**config.mk**
```make
export PLATFORM = sky130hd
export DESIGN_NAME = hazard_sequencer
export DESIGN_NICKNAME = d
export VERILOG_FILES = /design/src/rtl/cpu_pkg.sv /design/src/rtl/hazard_detect.sv /design/src/rtl/hazard_sequencer.sv
export SDC_FILE = /design/constraint.sdc
export NUM_CORES = 1
export LEC_CHECK = 0
export CORE_MARGIN = 2
export CORE_UTILIZATION = 30
export CTS_CLUSTER_SIZE = 12
export DETAILED_ROUTE_END_ITERATION = 8
export GPL_TIMING_DRIVEN = 0
export PLACE_DENSITY = 0.74
export SLEW_MARGIN = 20
export SYNTH_ARGS = -nofsm -noshare
export SYNTH_HDL_FRONTEND = slang
export SYNTH_HIERARCHICAL = 1
export SYNTH_SLANG_ARGS = --single-unit
```
**constraint.sdc**
```tcl
create_clock -name CLK -period 1.64 [get_ports CLK]
set_input_delay 0.246 -clock CLK [delete_from_list [all_inputs] [get_ports CLK]]
set_output_delay 0.246 -clock CLK [all_outputs]
set_load 0.02 [all_outputs]
```
**src/rtl/cpu_pkg.sv**
```systemverilog
// ============================================================================
// Module : cpu_pkg
// Brief  : Shared constants and types for the 16-bit 5-stage core's control.
// Rev    : 1.0  initial release
// ============================================================================
`default_nettype none

package cpu_pkg;

    localparam int REG_AW = 3;

    typedef enum logic [1:0] {
        ST_RUN    = 2'd0,
        ST_STALL  = 2'd1,
        ST_FREEZE = 2'd2
    } state_t;

    // Encoding loaded into IF/ID when a taken branch/jump flushes it.
    localparam logic [15:0] NOP_INSTR = 16'h0000;

endpackage

`default_nettype wire

```
**src/rtl/hazard_detect.sv**
```systemverilog
// ============================================================================
// Module : hazard_detect
// Brief  : Combinational hazard-class decode and comparator forwarding selects.
// Rev    : 1.0  initial release
// ============================================================================
`default_nettype none

module hazard_detect #(
    parameter int REG_AW = cpu_pkg::REG_AW
) (
    input  logic [REG_AW-1:0] id_rs1_i,
    input  logic [REG_AW-1:0] id_rs2_i,
    input  logic              id_use_rs1_i,
    input  logic              id_use_rs2_i,
    input  logic              id_is_branch_i,
    input  logic [REG_AW-1:0] ex_rd_i,
    input  logic              ex_regwrite_i,
    input  logic              ex_memread_i,
    input  logic [REG_AW-1:0] mem_rd_i,
    input  logic              mem_regwrite_i,
    input  logic              mem_memread_i,
    output logic              lu_o,
    output logic              br_ex_o,
    output logic              br_ld_o,
    output logic              br_memld_o,
    output logic              fwd1_o,
    output logic              fwd2_o
);

    // r0 is hardwired zero, so a write to it never creates a dependency.
    function automatic logic src_hit(input logic use_s, input logic [REG_AW-1:0] s,
                                     input logic [REG_AW-1:0] rd, input logic wr);
        return use_s && wr && (rd == s) && (rd != '0);
    endfunction

    logic ex_hit;
    logic mem_hit1;
    logic mem_hit2;

    assign ex_hit   = src_hit(id_use_rs1_i, id_rs1_i, ex_rd_i, ex_regwrite_i)
                    | src_hit(id_use_rs2_i, id_rs2_i, ex_rd_i, ex_regwrite_i);
    assign mem_hit1 = src_hit(id_use_rs1_i, id_rs1_i, mem_rd_i, mem_regwrite_i);
    assign mem_hit2 = src_hit(id_use_rs2_i, id_rs2_i, mem_rd_i, mem_regwrite_i);

    assign lu_o       = ex_hit && ex_memread_i;
    assign br_ex_o    = id_is_branch_i && ex_hit && !ex_memread_i;
    assign br_ld_o    = id_is_branch_i && ex_hit && ex_memread_i;
    assign br_memld_o = id_is_branch_i && (mem_hit1 || mem_hit2) && mem_memread_i;
    assign fwd1_o     = id_is_branch_i && mem_hit1 && !mem_memread_i;
    assign fwd2_o     = id_is_branch_i && mem_hit2 && !mem_memread_i;

endmodule

`default_nettype wire

```
**src/rtl/hazard_sequencer.sv**
```systemverilog
// ============================================================================
// Module : hazard_sequencer
// Brief  : Stall/flush/freeze sequencer beside decode. Optional performance
//          counters are enabled with the HAZARD_PERF_CNT_EN macro.
// Rev    : 1.0  initial release
// ============================================================================
`default_nettype none

module hazard_sequencer #(
    parameter int REG_AW = cpu_pkg::REG_AW,
    parameter int CNT_W  = 16
) (
    input  logic              CLK,
    input  logic              Reset,
    input  logic [REG_AW-1:0] id_rs1,
    input  logic [REG_AW-1:0] id_rs2,
    input  logic              id_use_rs1,
    input  logic              id_use_rs2,
    input  logic              id_is_branch,
    input  logic              jump_taken,
    input  logic [REG_AW-1:0] ex_rd,
    input  logic              ex_regwrite,
    input  logic              ex_memread,
    input  logic [REG_AW-1:0] mem_rd,
    input  logic              mem_regwrite,
    input  logic              mem_memread,
    input  logic              mem_busy,
    output logic              pc_write,
    output logic              ifid_write,
    output logic              ifid_flush,
    output logic              idex_bubble,
    output logic              pipe_freeze,
    output logic              cmp_fwd1_sel,
    output logic              cmp_fwd2_sel,
`ifdef HAZARD_PERF_CNT_EN
    output logic [CNT_W-1:0]  stall_cycles,
    output logic [CNT_W-1:0]  flush_count,
`endif
    output logic [1:0]        state_o
);
    import cpu_pkg::*;

    state_t state_q, state_d;
    state_t ret_q, ret_d;
    logic   scnt_q, scnt_d;
    logic   stall_act;

    logic lu, br_ex, br_ld, br_memld, fwd1, fwd2, hazard;

    hazard_detect #(.REG_AW(REG_AW)) u_detect (
        .id_rs1_i       (id_rs1),
        .id_rs2_i       (id_rs2),
        .id_use_rs1_i   (id_use_rs1),
        .id_use_rs2_i   (id_use_rs2),
        .id_is_branch_i (id_is_branch),
        .ex_rd_i        (ex_rd),
        .ex_regwrite_i  (ex_regwrite),
        .ex_memread_i   (ex_memread),
        .mem_rd_i       (mem_rd),
        .mem_regwrite_i (mem_regwrite),
        .mem_memread_i  (mem_memread),
        .lu_o           (lu),
        .br_ex_o        (br_ex),
        .br_ld_o        (br_ld),
        .br_memld_o     (br_memld),
        .fwd1_o         (fwd1),
        .fwd2_o         (fwd2)
    );

    assign hazard  = lu | br_ex | br_ld | br_memld;
    assign state_o = state_q;

    always_ff @(posedge CLK) begin
        if (Reset) begin
            state_q <= ST_RUN;
            ret_q   <= ST_RUN;
            scnt_q  <= 1'b0;
        end else begin
            state_q <= state_d;
            ret_q   <= ret_d;
            scnt_q  <= scnt_d;
        end
    end

    always_comb begin
        state_d      = state_q;
        ret_d        = ret_q;
        scnt_d       = scnt_q;
        pc_write     = 1'b0;
        ifid_write   = 1'b0;
        ifid_flush   = 1'b0;
        idex_bubble  = 1'b0;
        pipe_freeze  = 1'b0;
        cmp_fwd1_sel = 1'b0;
        cmp_fwd2_sel = 1'b0;
        stall_act    = 1'b0;
        if (Reset) begin
            ifid_flush  = 1'b1;
            idex_bubble = 1'b1;
        end else begin
            case (state_q)
                ST_RUN: begin
                    if (mem_busy) begin
                        pipe_freeze = 1'b1;
                        ret_d       = ST_RUN;
                        state_d     = ST_FREEZE;
                    end else if (hazard) begin
                        stall_act   = 1'b1;
                        idex_bubble = 1'b1;
                        // Only a branch on a load needs a second, unconditional stall.
                        if (br_ld) begin
                            scnt_d  = 1'b1;
                            state_d = ST_STALL;
                        end
                    end else begin
                        pc_write     = 1'b1;
                        ifid_write   = 1'b1;
                        ifid_flush   = jump_taken;
                        cmp_fwd1_sel = fwd1;
                        cmp_fwd2_sel = fwd2;
                    end
                end
                ST_STALL: begin
                    if (mem_busy) begin
                        // scnt is kept so the pending stall cycle resumes after the freeze.
                        pipe_freeze = 1'b1;
                        ret_d       = ST_STALL;
                        state_d     = ST_FREEZE;
                    end else begin
                        stall_act   = 1'b1;
                        idex_bubble = 1'b1;
                        scnt_d      = 1'b0;
                        state_d     = ST_RUN;
                    end
                end
                ST_FREEZE: begin
                    pipe_freeze = 1'b1;
                    if (!mem_busy) begin
                        state_d = ret_q;
                    end
                end
                default: begin
                    state_d = ST_RUN;
                end
            endcase
        end
    end

`ifdef HAZARD_PERF_CNT_EN
    logic [CNT_W-1:0] stall_cnt_q;
    logic [CNT_W-1:0] flush_cnt_q;

    always_ff @(posedge CLK) begin
        if (Reset) begin
            stall_cnt_q <= '0;
            flush_cnt_q <= '0;
        end else begin
            if (stall_act && (stall_cnt_q != '1)) begin
                stall_cnt_q <= stall_cnt_q + 1'b1;
            end
            if (ifid_flush && (flush_cnt_q != '1)) begin
                flush_cnt_q <= flush_cnt_q + 1'b1;
            end
        end
    end

    assign stall_cycles = stall_cnt_q;
    assign flush_count  = flush_cnt_q;
`else
    logic [CNT_W-1:0] unused_perf_cnt;
    assign unused_perf_cnt = {CNT_W{stall_act}};
`endif

endmodule

`default_nettype wire

```
# == Word-level counts from Yosys, hierarchy flattened ==
# Index checks and enable logic that the tools add are counted.
# W data, S select, Z words.
# op_classes
n_mux,33
bitwise,4
eq_ne,11
reduce_logical,32
# op_table
cell,count
$logic_and A1 B1 Y1,22
$mux W1,22
$mux W2,7
$eq A3 B3 Y1,4
$ne A2 B2 Y1 const B,3
$ne A3 B3 Y1 const B,2
$pmux W2 S3,1
$reduce_and A3 Y1,2
$reduce_bool A3 Y1,2
$or A1 B1 Y1,4
$pmux W1 S2,2
$pmux W2 S2,1
$eq A2 B1 Y1 const B,1
$eq A2 B2 Y1 const B,1
$logic_not A1 Y1,2
$logic_not A2 Y1,1
$reduce_bool A2 Y1,1
$reduce_or A2 Y1,1
$logic_or A1 B1 Y1,1
# totals
wordCells,82
input_bits,23
ff_bits,4
output_inout_bits,9

# == Longest topological paths before layout ==
# logic_depth
depth_word,13
depth_mapped,7
depth_no_buf,7

# == Hierarchy ==
# Netlist, hierarchy kept.
# modules_own_cells
mod,cells_each,n_inst,seq_area_each_um2,area_each_um2
hazard_detect,34,1,0.0,246.5
hazard_sequencer,23,1,60.1,195.2

# == Least setup slack after synthesis ==
# Ideal clock, no wire load.
# synth_timing
path_kind,input port to output port
start,in id_rs1[0]
end,out cmp_fwd1_sel
path_slack_ns,-0.263
path_stages,7
n_path_buf,0
required_time_ns,1.394
arrival_ns,1.657
path_cell_list,xor2_1 -> nor4_1 -> o32a_1 -> and3b_1 -> nor4_4 -> and3_2 -> and2_1
# synth_via
elab_chain_cells,13
elab_cells_between_ends,23
classes_between,eq/ne (2); mux (4); bitwise (4); reduce/logical (13)
# synth_lines
item,line,text
start: declaration,hazard_sequencer.sv:15,"input logic [REG_AW-1:0] id_rs1,"
$eq A3 B3 Y1,hazard_detect.sv:33,return use_s && wr && (rd == s) && (rd != '0);
$logic_and A1 B1 Y1 (2 in a row),hazard_detect.sv:33,
$or A1 B1 Y1,hazard_detect.sv:41,"| src_hit(id_use_rs2_i, id_rs2_i, ex_rd_i, ex_regwrite_i);"
$logic_and A1 B1 Y1 (2 in a row),hazard_detect.sv:46,assign br_ex_o = id_is_branch_i && ex_hit && !ex_memread_i;
net br_ex,hazard_sequencer.sv:48,"logic lu, br_ex, br_ld, br_memld, fwd1, fwd2, hazard;"
$or A1 B1 Y1 (3 in a row),hazard_sequencer.sv:70,assign hazard = lu | br_ex | br_ld | br_memld;
$mux W1,hazard_sequencer.sv:107,end else if (hazard) begin
$mux W1,hazard_sequencer.sv:103,if (mem_busy) begin
$mux W1,hazard_sequencer.sv:101,case (state_q)
$mux W1,hazard_sequencer.sv:97,if (Reset) begin
end: declaration,hazard_sequencer.sv:33,"output logic cmp_fwd1_sel,"
# The timed path passes the listed nets, and every way through them passes these cells.

# == Worst setup path after layout ==
# layout_timing
start,in id_rs1[2]
end,out cmp_fwd1_sel
# layout_via
elab_cells_between_ends,23
classes_between,eq/ne (2); mux (4); bitwise (4); reduce/logical (13)
# layout_rtl
item,line,text
$eq A3 B3 Y1,hazard_detect.sv:33,
$logic_and A1 B1 Y1 (2 in a row),hazard_detect.sv:33,
$logic_or A1 B1 Y1,hazard_detect.sv:48,assign br_memld_o = id_is_branch_i && (mem_hit1 || mem_hit2) && mem_memread_i;
$logic_and A1 B1 Y1 (2 in a row),hazard_detect.sv:48,
net br_memld,hazard_sequencer.sv:48,
$or A1 B1 Y1,hazard_sequencer.sv:70,
$mux W1,hazard_sequencer.sv:107,
$mux W1,hazard_sequencer.sv:103,
$mux W1,hazard_sequencer.sv:101,
$mux W1,hazard_sequencer.sv:97,
# The timed path passes the listed nets, and every way through them passes these cells.

==> results.cfg <==
[worst_setup_path]
setup.worst_path.class = in -> out
critPathMaxFanout = 4
crit_path_end_kind = output pin
arrival_ns = 1.82
cp-start-kind = input pin
cp.required_ns = 1.39

[layout]
stdcell_count = 112
syn_to_final_growth_pct = 92.07
num_antenna_cells = 0
num-nets-final = 121
drive_above_1_share = 0.4124
fill_cells = 139

[synthesis]
ys_warn_count = 6
ys_ff_latch = 3
synth_cell_types = 24
syn-num-nets = 80
synth_area_per_cell_um2 = 7.749
synth.cell_area_um2 = 441.7
yosysSeqAreaShare = 0.1360
syn_inst = 57

[sta]
tns_ns = -2.335
rsz0062_at_grt = yes
period_needed_ns = 2.069
slew_violations = 0
maxSlewHeadroom = 0.8264
setup_violations = 6
final.setup_skew_ns = 0.003906
layout_setup_ws_ns = -0.4288
fmax_ghz = 0.4834
hold_violations = 0
fin_crit_sh = 1.261
worst_slew_pin_slew_ns = 0.2579

[run_status]
violations = setup timing
outcome = finished, violations left

[die]
die-area_um2 = 1795
boundaryPins = 32
fp.dieW_um = 42.37
die_y_um = 42.37
core-area_um2 = 1334
start_util = 0.3311
core.rowCount = 13

[cts]
cts_inserted_buffers = 3
clock-root-buffer = clkbuf_4
clockBufferDepth = 2
path_clk_slew_ns = 0.03
cts_tree = done
cts_sinks = 3
ctsHtreeMaxLevel = 1
clock_latency_ns = 0.23

[placement]
pre_cts_slack_ns = -1.311
place_inst = 103
portBuffers = 31
dp_hpwl_um = 1065
globalplace.congestion = 0.7714

[routing]
dr.pass1.iters = 4
via_per_inst = 5.080
wl_per_cell_um = 12.23
ant_nets = 0
route.detailed.drc = 0
routed_wl_um = 1370
drtIter0Drc = 5
num_vias = 569

[job]
drv_cap = 0

[global_route]
grt_first_pass_wirelength_um = 2332
groute.layer.met3.usage = 0.03879
grt_util_met2 = 0.3015
use_met1 = 0.1841
antenna_found_initial = 0
grt_usage = 0.1634
grt.busiest_layer = met2
grt_pass1_vias = 565
grt_overflow = 0
grt_max_degree = 8

[pwr]
ir_drop_v = 0.0004686
powerDensity_nw_per_um2 = 433.8
p_leak_nw = 0.3876

[worst_hold_path]
hp-class = reg -> reg
layer usage:
metal | vias up | wire, um
met2 | 18 | 753
met1 | 263 | 556
met4 | 0 | 0
li1 | 288 | -
met3 | 0 | 59
met5 | - | 0
logic make-up (layout without fill, tap and decap cells):
| family | after synthesis | count (layout) | share of synthesized area |
|---|---|---|---|
| xor+xnor | 10 | 10 | 0.1983 |
| flops | 3 | 3 | 0.1360 |
| mux | 2 | 2 | 0.04533 |
| simple gates | 29 | 29 | 0.3853 |
| buf+inv | 3 | 43 | 0.03401 |
| compound gates | 10 | 10 | 0.2011 |
cell usage after synthesis:
cell,n,share of area
and2_1,3,0.042
nand2b_1,1,0.014
inv_1,2,0.017
a211oi_1,2,0.034
a211oi_2,1,0.028
and3b_1,1,0.020
xor2_1,8,0.16
a41o_1,1,0.023
o211ai_1,1,0.017
or3b_1,2,0.040
nor2_1,8,0.068
a21oi_1,2,0.023
dfxtp_1,3,0.14
o32a_1,1,0.023
mux2i_1,2,0.045
nand2_1,6,0.051
o211ai_2,1,0.028
and3_2,1,0.017
xnor2_1,2,0.040
nor4_4,1,0.048
nor4_1,3,0.042
buf_4,1,0.017
and3_1,3,0.042
a21boi_2,1,0.025
sequential cells by signal, indices dropped and copies added (netlist names):
name / cells
state_o: 2
ret_q: 1
worst max-delay path: stages:
cell	delay (ns)
buf_8	0.10
or3b_4	0.38
a211oi_2	0.19
o211ai_1	0.16
a21boi_2	0.22
nor4_4	0.08
and3_4	0.18
and2_4	0.13
buf_6	0.12
cell type report:
cell class | instances | area, um^2 | area share
Buffer | 1 | 7.507 | 0.008850
Clock buffer | 4 | 26.28 | 0.03097
Inverter | 2 | 7.507 | 0.008850
Multi-Input combinational cell | 51 | 394.1 | 0.4646
Sequential cell | 3 | 60.06 | 0.07080
Tap cell | 15 | 18.77 | 0.02212
Timing Repair Buffer | 36 | 334.1 | 0.3938
stage by stage:
step | hold WS, ns | total power [mW] | area [um^2] | util
global placement | 0.4876 | 0.2388 | 784.5 | 0.5882
global route | 0.5633 | 0.3972 | 848.3 | 0.6360
detailed placement | 0.4957 | 0.2415 | 784.5 | 0.5882
CTS | 0.5037 | 0.3592 | 802.0 | 0.6013
finish | 0.4986 | 0.3680 | 848.3 | 0.6360
floorplan | 0.3184 | 0.1438 | 455.4 | -
cell usage in the layout (no fill, tap or decap), types with 2 or more instances in the layout:
cell	n
clkbuf_4	3
buf_6	7
nor2_1	8
and3_1	2
inv_1	2
a21oi_1	2
clkdlybuf4s50_1	7
dfxtp_1	3
and3_4	2
a211oi_2	2
buf_8	3
buf_4	7
xor2_1	8
nor4_1	3
nand2_1	5
dlygate4sd2_1	5
mux2i_1	2
buf_2	6
and2_4	3
xnor2_1	2
worst paths after layout:
| check | start | to | slack (ns) | cells past startpoint |
|---|---|---|---|---|
| hold / removal | ret_q[0] | ret_q[0] | 0.50 | 2 |
| hold reg to reg | ret_q[0] | ret_q[0] | 0.50 | 2 |
| setup / recovery | id_rs1[2] | cmp_fwd1_sel | -0.43 | 9 |
| setup reg to reg | state_o[1] | ret_q[0] | 0.70 | 3 |
repair_timing:
action / 4_1_cts / 5_1_grt
hold buffers: 0 / 0
setup endpoints to repair: 8 / 7
pin swaps: 19 / 13
setup buffers: 2 / 3
resized for setup: 96 / 11
power by group:
group,switching [mW],internal [mW]
clock network,0.0331,0.0908
logic,0.0730,0.0941
registers,0.00210,0.0749
No activity file was read; power rests on OpenSTA's default activity.
